===== src/rtl/melody_player_if.sv =====
// Control, melody-ROM and sample-output signals of the melody player.
// The slave side is the player; the master side drives controls and returns ROM data.
interface melody_player_if #(
    parameter int SAMPLE_W = 8,
    parameter int PHASE_W  = 24,
    parameter int ADDR_W   = 6
);
    logic                start;
    logic                stop;
    logic                loop_en;
    logic [1:0]          wave_sel;
    logic [ADDR_W-1:0]   mel_addr;
    logic [PHASE_W-1:0]  mel_data;
    logic [SAMPLE_W-1:0] sample;
    logic                busy;
    logic                done;

    modport master (
        output start, stop, loop_en, wave_sel, mel_data,
        input  mel_addr, sample, busy, done
    );

    modport slave (
        input  start, stop, loop_en, wave_sel, mel_data,
        output mel_addr, sample, busy, done
    );
endinterface


===== src/rtl/melody_player.sv =====
// Melody sequencer and DDS tone generator: walks a tuning-word ROM, plays each
// note for a fixed tick count through a phase accumulator and waveform shaper.
//
// state   | meaning
// S_IDLE  | waiting for start, sample parked at mid-scale
// S_FETCH | ROM address stable, data arrives next cycle
// S_LOAD  | latch tuning word and waveform, reset accumulator and note timer
// S_PLAY  | accumulate phase, register one sample per cycle
// S_DONE  | one-cycle completion pulse, then back to idle
module melody_player #(
    parameter int SAMPLE_W       = 8,
    parameter int PHASE_W        = 24,
    parameter int NOTE_CNT       = 42,
    parameter int ADDR_W         = 6,
    parameter int TICKS_PER_NOTE = 10000000
) (
    input  logic            CLOCK_50,
    input  logic            reset,
    melody_player_if.slave  bus
);

    localparam int TICK_W = (TICKS_PER_NOTE > 1) ? $clog2(TICKS_PER_NOTE) : 1;

    localparam logic [SAMPLE_W-1:0] MID        = {1'b1, {(SAMPLE_W-1){1'b0}}};
    localparam logic [ADDR_W-1:0]   LAST_ADDR  = ADDR_W'(NOTE_CNT - 1);
    localparam logic [TICK_W-1:0]   TICK_LOAD  = TICK_W'(TICKS_PER_NOTE - 1);

    typedef enum logic [2:0] {
        S_IDLE  = 3'd0,
        S_FETCH = 3'd1,
        S_LOAD  = 3'd2,
        S_PLAY  = 3'd3,
        S_DONE  = 3'd4
    } state_t;

    state_t              r_state;
    logic [ADDR_W-1:0]   r_addr;
    logic [PHASE_W-1:0]  r_incr;
    logic [1:0]          r_wmode;
    logic [PHASE_W-1:0]  r_acc;
    logic [TICK_W-1:0]   r_tick;
    logic [SAMPLE_W-1:0] r_sample;

    state_t              w_state_nxt;
    logic [ADDR_W-1:0]   w_addr_nxt;
    logic [PHASE_W-1:0]  w_incr_nxt;
    logic [1:0]          w_wmode_nxt;
    logic [PHASE_W-1:0]  w_acc_nxt;
    logic [TICK_W-1:0]   w_tick_nxt;
    logic [SAMPLE_W-1:0] w_sample_nxt;

    logic [SAMPLE_W-1:0] w_phase;
    logic [SAMPLE_W-1:0] w_tri;
    logic [SAMPLE_W-1:0] w_wave;

    // Waveform shaper works on the top SAMPLE_W bits of the accumulator.
    always_comb begin
        w_phase = r_acc[PHASE_W-1 -: SAMPLE_W];
        w_tri   = {w_phase[SAMPLE_W-2:0], 1'b0};
        w_wave  = {SAMPLE_W{w_phase[SAMPLE_W-1]}};
        if (r_incr == '0) begin
            w_wave = MID;
        end else begin
            case (r_wmode)
                2'd1:    w_wave = w_phase;
                2'd2:    w_wave = w_phase[SAMPLE_W-1] ? ~w_tri : w_tri;
                default: w_wave = {SAMPLE_W{w_phase[SAMPLE_W-1]}};
            endcase
        end
    end

    always_comb begin
        w_state_nxt  = r_state;
        w_addr_nxt   = r_addr;
        w_incr_nxt   = r_incr;
        w_wmode_nxt  = r_wmode;
        w_acc_nxt    = r_acc;
        w_tick_nxt   = r_tick;
        w_sample_nxt = r_sample;

        case (r_state)
            S_IDLE: begin
                w_sample_nxt = MID;
                if (bus.start && !bus.stop) begin
                    w_addr_nxt  = '0;
                    w_state_nxt = S_FETCH;
                end
            end
            S_FETCH: begin
                w_state_nxt = S_LOAD;
            end
            S_LOAD: begin
                w_incr_nxt  = bus.mel_data;
                w_wmode_nxt = bus.wave_sel;
                w_acc_nxt   = '0;
                w_tick_nxt  = TICK_LOAD;
                w_state_nxt = S_PLAY;
            end
            S_PLAY: begin
                w_acc_nxt    = r_acc + r_incr;
                w_sample_nxt = w_wave;
                if (r_tick == '0) begin
                    if (r_addr != LAST_ADDR) begin
                        w_addr_nxt  = r_addr + ADDR_W'(1);
                        w_state_nxt = S_FETCH;
                    end else if (bus.loop_en) begin
                        w_addr_nxt  = '0;
                        w_state_nxt = S_FETCH;
                    end else begin
                        w_state_nxt = S_DONE;
                    end
                end else begin
                    w_tick_nxt = r_tick - TICK_W'(1);
                end
            end
            S_DONE: begin
                w_sample_nxt = MID;
                w_addr_nxt   = '0;
                w_state_nxt  = S_IDLE;
            end
            default: begin
                w_state_nxt = S_IDLE;
            end
        endcase

        // Abort wins over every transition above, including a note end.
        if (bus.stop && (r_state != S_IDLE)) begin
            w_state_nxt  = S_IDLE;
            w_sample_nxt = MID;
            w_addr_nxt   = '0;
        end
    end

    always_ff @(posedge CLOCK_50) begin
        if (reset) begin
            r_state  <= S_IDLE;
            r_addr   <= '0;
            r_incr   <= '0;
            r_wmode  <= 2'd0;
            r_acc    <= '0;
            r_tick   <= '0;
            r_sample <= MID;
        end else begin
            r_state  <= w_state_nxt;
            r_addr   <= w_addr_nxt;
            r_incr   <= w_incr_nxt;
            r_wmode  <= w_wmode_nxt;
            r_acc    <= w_acc_nxt;
            r_tick   <= w_tick_nxt;
            r_sample <= w_sample_nxt;
        end
    end

    assign bus.mel_addr = r_addr;
    assign bus.sample   = r_sample;
    assign bus.busy     = (r_state == S_FETCH) || (r_state == S_LOAD) || (r_state == S_PLAY);
    assign bus.done     = (r_state == S_DONE);

endmodule


===== src/flat_wrapper.sv =====
// flat-port wrapper written by rule: the top's interface ports become plain ports
module melody_player_flat 
#(
    parameter int SAMPLE_W       = 8,
    parameter int PHASE_W        = 24,
    parameter int NOTE_CNT       = 42,
    parameter int ADDR_W         = 6,
    parameter int TICKS_PER_NOTE = 10000000
)
  (CLOCK_50, reset, bus_start, bus_stop, bus_loop_en, bus_wave_sel, bus_mel_data, bus_mel_addr, bus_sample, bus_busy, bus_done);
  melody_player_if #(.SAMPLE_W(SAMPLE_W), .PHASE_W(PHASE_W), .ADDR_W(ADDR_W)) bus_i ();
  input  logic CLOCK_50;
  input  logic reset;
  input wire logic [$bits(bus_i.start)-1:0] bus_start;
  input wire logic [$bits(bus_i.stop)-1:0] bus_stop;
  input wire logic [$bits(bus_i.loop_en)-1:0] bus_loop_en;
  input wire logic [$bits(bus_i.wave_sel)-1:0] bus_wave_sel;
  input wire logic [$bits(bus_i.mel_data)-1:0] bus_mel_data;
  output wire logic [$bits(bus_i.mel_addr)-1:0] bus_mel_addr;
  output wire logic [$bits(bus_i.sample)-1:0] bus_sample;
  output wire logic [$bits(bus_i.busy)-1:0] bus_busy;
  output wire logic [$bits(bus_i.done)-1:0] bus_done;
  assign bus_i.start = bus_start;
  assign bus_i.stop = bus_stop;
  assign bus_i.loop_en = bus_loop_en;
  assign bus_i.wave_sel = bus_wave_sel;
  assign bus_i.mel_data = bus_mel_data;
  assign bus_mel_addr = bus_i.mel_addr;
  assign bus_sample = bus_i.sample;
  assign bus_busy = bus_i.busy;
  assign bus_done = bus_i.done;
  melody_player #(.SAMPLE_W(SAMPLE_W), .PHASE_W(PHASE_W), .NOTE_CNT(NOTE_CNT), .ADDR_W(ADDR_W), .TICKS_PER_NOTE(TICKS_PER_NOTE)) u_core (.CLOCK_50(CLOCK_50), .reset(reset), .bus(bus_i));
endmodule

===== config.mk =====
export PLATFORM = sky130hd
export DESIGN_NAME = melody_player_flat
export DESIGN_NICKNAME = d
export VERILOG_FILES = /design/src/rtl/melody_player_if.sv /design/src/rtl/melody_player.sv /design/src/flat_wrapper.sv
export SDC_FILE = /design/constraint.sdc
export NUM_CORES = 1
export LEC_CHECK = 0
export CAP_MARGIN = 20
export CELL_PAD_IN_SITES_DETAIL_PLACEMENT = 2
export CELL_PAD_IN_SITES_GLOBAL_PLACEMENT = 2
export CORE_MARGIN = 2
export CORE_UTILIZATION = 34
export DETAILED_ROUTE_END_ITERATION = 10
export HOLD_SLACK_MARGIN = 0.05
export PLACE_DENSITY_LB_ADDON = 0.1
export SLEW_MARGIN = 20
export SYNTH_ARGS = -nofsm -noshare
export SYNTH_HDL_FRONTEND = slang
export SYNTH_SLANG_ARGS = --single-unit
export TNS_END_PERCENT = 100

===== constraint.sdc =====
create_clock -name CLOCK_50 -period 3.8 [get_ports CLOCK_50]
set_input_delay 1.14 -clock CLOCK_50 [delete_from_list [all_inputs] [get_ports CLOCK_50]]
set_output_delay 1.14 -clock CLOCK_50 [all_outputs]
set_load 0.01 [all_outputs]

# Word-level counts from Yosys, hierarchy flattened
# Cells that the tools add are included.
# totals
register_bits	91
out_inout_bits	16
elab_cells	56
# op_classes
n_addsub	3
eq_ne	11
mux	17
n_bitwise	1
reduce_logical	17
# op_table
operator	n
one-hot mux 24 bit (2 select lines)	2
zero test 24 bit	2
one-hot mux 8 bit (2 select lines)	2
adder 24 bit	1
two-way mux 24 bit	1
two-way mux 6 bit	4
subtractor 24 x 1 -> 24 bit, second input constant	1
one-hot mux 6 bit (3 select lines)	1
two-way mux 8 bit	2
two-way mux 3 bit	4
one-hot mux 3 bit (4 select lines)	1
NOT 8 bit	1
adder 6 x 1 -> 6 bit, second input constant	1
equality test 3 x 2 -> 1 bit, second input constant	2
!= test 6 bit, second input constant	1
nonzero test 3 bit	2
!= test 2 x 1 -> 1 bit, second input constant	2
AND reduction 2 bit	2
AND reduction 4 bit	1
nonzero test 2 bit	2
OR reduction 2 bit	2
equality test 3 x 1 -> 1 bit, second input constant	1
equality test 3 bit, second input constant	1
zero test 3 bit	1
7 further kinds	9

# Depth between registers and ports, before layout
# logic_depth
ltp_word	5
depth_mapped	10
mapped_depth_nobuf	9

# Worst setup path after synthesis
# No wires, ideal clock.
# synth_path
path_type	register -> register
from	register u_core.r_tick[14]
to	register u_core.r_addr[4], in the netlist u_core.bus.mel_addr[4]
setup_time_ns	0.126
arrival_ns	2.736
required_time_ns	3.674
setup_slack_ns	0.938
path_stages_with_launch	9
path_buffers	1
period_less_slack_ns	2.862
cell_sequence	dfxtp_1 -> or4_4 -> or4_1 -> buf_2 -> or4_1 -> o41ai_2 -> nor2_1 -> o21ai_1 -> o31ai_1
# synth_between
elab_chain_cells	3
# synth_lines
item	line_no	rtl
start: declaration	melody_player.sv:41	logic [TICK_W-1:0] r_tick;
start signal: assignment	melody_player.sv:149	r_tick <= w_tick_nxt;
zero test 24 bit	melody_player.sv:102	if (r_tick == '0) begin
!= test 2 x 1 -> 1 bit (no line)	--	
AND reduction 4 bit (no line)	--	
end signal: assignment	melody_player.sv:145	r_addr <= w_addr_nxt;
end: declaration	melody_player.sv:37	logic [ADDR_W-1:0] r_addr;
# Every way passes these cells.
# A chain may end at the register's enable or synchronous reset.

# Worst setup path after layout
# Ends and elaborated chain as after synthesis.

==> results.json <==
{
  "outcome": "finished, final reports clean",
  "cts_tree": "yes",
  "cts.sinks": 91,
  "htreeDepth": 3,
  "max_cap_violations": 0,
  "fmax_mhz": 302,
  "synthFlopType": "dfxtp_1",
  "cp.arrival_ns": 3.55,
  "vias": 4929,
  "synth_cells": 646,
  "cp_max_fo": 7,
  "grt_pass1_wl_um": 28400,
  "post_cts_buffers": 0,
  "grt_pass1_vias": 5464,
  "worstSetupEndpointType": "register",
  "r2r_cells": 7,
  "synthTopCellsByArea": "dfxtp_1, a21oi_1, ha_1, nand2_1, nor2_1",
  "layout_setup_ws_ns": 0.492,
  "ant_nets": 0,
  "dp_hpwl_um": 12500,
  "clock_latency_ns": 0.36,
  "drc": 0,
  "crit_path_max_incr_delay_ns": 0.64,
  "startpoint": "u_core.r_tick[14]",
  "path_depth": 7,
  "cts_root_buf": "clkbuf_16",
  "cts_hold_buf": 0,
  "period_share_pct": 87.0,
  "path_common_cell": "or4_1",
  "synth-seq-cells": 91,
  "grt_usage_pct": 21.8,
  "routedWlPerCell_um": 19.4,
  "rr_startpoint": "u_core.r_tick[14]",
  "worst-path-buf-inv": 0,
  "tns_ns": 0,
  "clockBufferDepth": 2,
  "nets": 735,
  "critical-path-top-delay-family": "simple AND/OR/NAND/NOR gates",
  "hold_class": "reg2reg",
  "routed_via_density": 5.71,
  "path_class": "reg2reg",
  "clock-skew-final_ns": 0.0114,
  "hold_slack_ns": 0.470,
  "grt_overflow": 0,
  "place.port_buffers": 46,
  "worst_setup_path_start_kind": "register",
  "ir_drop_mv": 0.233,
  "period_needed_ns": 3.31,
  "fp.dieW_um": 127,
  "ys_warn_count": 0,
  "rsz0062_at_grt": "false",
  "clk_pin_slew_ns": 0.08,
  "rows": 44,
  "synth.avg_cell_area_um2": 7.96,
  "rrSetupSlack_ns": 0.49,
  "drt_iter0_drc": 172,
  "reg2reg_to": "u_core.bus.mel_addr[4]",
  "area_delta_synth_final_pct": 17.1,
  "setup_viol": 0,
  "maxSlewHeadroom_pct": 44.9,
  "die_h_um": 127,
  "worstMarginPinSlew_ns": 0.813,
  "path_cells": "or4_4, or4_1, or4_1, o41ai_2, nor2_1, o21ai_1, o31ai_1",
  "async_flop_share_pct": 0,
  "worstHoldStart": "u_core.r_acc[7]",
  "syn_nets": 707,
  "ctsResizeCount": 0,
  "yosys.cell_types.count": 58,
  "layout-drive-gt1-share_pct": 4.86,
  "synth_seq_area_share_pct": 35.4,
  "yosys.area.top_type": "dfxtp_1",
  "drv_slew": 0,
  "routed_wl_um": 16700,
  "synth-edff-count": 0,
  "design.portCount": 47,
  "power.leakage_nw": 2.32,
  "p_per_area_nw_per_um2": 333,
  "total_power_mw": 2.01,
  "antenna_found_initial": 0,
  "cp.required_ns": 4.04,
  "crit_path_top_delay_cell": "or4_1",
  "dp_worst_setup_slack_ns": 0.591,
  "cp-endpoint": "u_core.bus.mel_addr[4]",
  "dieArea_um2": 16100,
  "hold_violations": 0,
  "start_util_pct": 35.1,
  "synth_area_um2": 5140,
  "grt_max_degree": 43,
  "first_pass_iters": 4,
  "finalWeightedCongestion": 0.884,
  "numCtsBuffers": 9,
  "synth_top_area_share_pct": 35.4,
  "core-area_um2": 14600,
  "antenna_cells": 0
}
## tightest hold or removal path, cell delays in order (launching register included)
cell     delay [ns]
dfxtp_1        0.32
nand2_1        0.06
a21oi_1        0.05
## placed cells by master, fill, tap and decap left out, types with 10 or more instances in the layout
cell             count
a21oi_1             76
ha_1                29
nand2_1             95
nand3_1             14
xnor2_1             18
nor3_1              11
o21ai_0             31
dfxtp_1             91
nor2_1              53
clkdlybuf4s50_1     45
nor4_1              14
inv_1               11
a21o_1              15
nand4_1             10
xor2_1              20
## cell families after synthesis
kind of cell | Yosys count | synth area share (%)
AO/OA/AOI/OAI | 185 | 22.2
flip-flops | 91 | 35.4
adder cells (fa/ha/maj) | 30 | 7.45
XOR/XNOR | 38 | 6.47
AND/OR/NAND/NOR | 253 | 24.4
buffers and inverters | 46 | 3.45
multiplexers | 3 | 0.608
## where the power goes
| group | total, mW | switching (mW) | internal [mW] |
|---|---|---|---|
| Clock | 0.878 | 0.411 | 0.468 |
| Sequential | 0.974 | 0.0112 | 0.963 |
| Combinational | 0.154 | 0.0920 | 0.0623 |
| Total | 2.01 | 0.514 | 1.49 |
## how the worst min path moves through the flow
stage                  endpoint  slack [ns]  cells after the start
2_1_floorplan  u_core.r_acc[13]        0.43                      2
3_3_place_gp    u_core.r_acc[0]        0.45                      2
3_5_place_dp    u_core.r_acc[0]        0.46                      2
4_1_cts         u_core.r_acc[0]        0.47                      2
5_1_grt         u_core.r_acc[0]        0.50                      2
6_report        u_core.r_acc[7]        0.47                      2
## area by class of cell
class,count,area [um2]
clock buffers,12,246
clock inverters,4,33.8
fillers,1671,8620
inverters,11,41.3
multi-input cells,509,3150
flip-flops and latches,91,1820
well taps,184,230
repair buffers,52,500
## sequential cells by signal, summed over array words and instances (netlist names)
| signal | count |
|---|---|
| u_core.r_incr | 24 |
| u_core.r_state | 3 |
| u_core.r_wmode | 2 |
| u_core.r_tick | 24 |
| u_core.bus.sample | 8 |
| u_core.r_acc | 24 |
| u_core.bus.mel_addr | 6 |
## per-layer routing
layer	wire [um]	GRT usage [%]
met5	0	0
met4	315	5.69
met3	395	3.94
met2	8700	40.9
met1	7290	25.6
## synth_stat cells (8+ instances only)
library cell	number
nand2b_1	9
nor2b_1	8
nor3_1	11
nand2_1	95
a22oi_1	8
xnor2_1	18
ha_1	29
o21ai_0	31
nand3_1	14
xor2_1	20
a21oi_1	76
or3_1	8
inv_1	11
nand4_1	10
clkbuf_1	26
a21o_1	15
dfxtp_1	91
nor2_1	55
or4_1	9
nor4_1	14
## per-stage QoR
stage | area [um2] | cells | util [%]
after floorplan | 5140 | 646 | -
after global placement | 5740 | 847 | 39.2
after detailed placement | 5740 | 847 | 39.2
after CTS | 6020 | 863 | 41.1
after global routing | 6020 | 863 | 41.1
final | 6020 | 863 | 41.1
No activity file was read; power rests on OpenSTA's default activity.
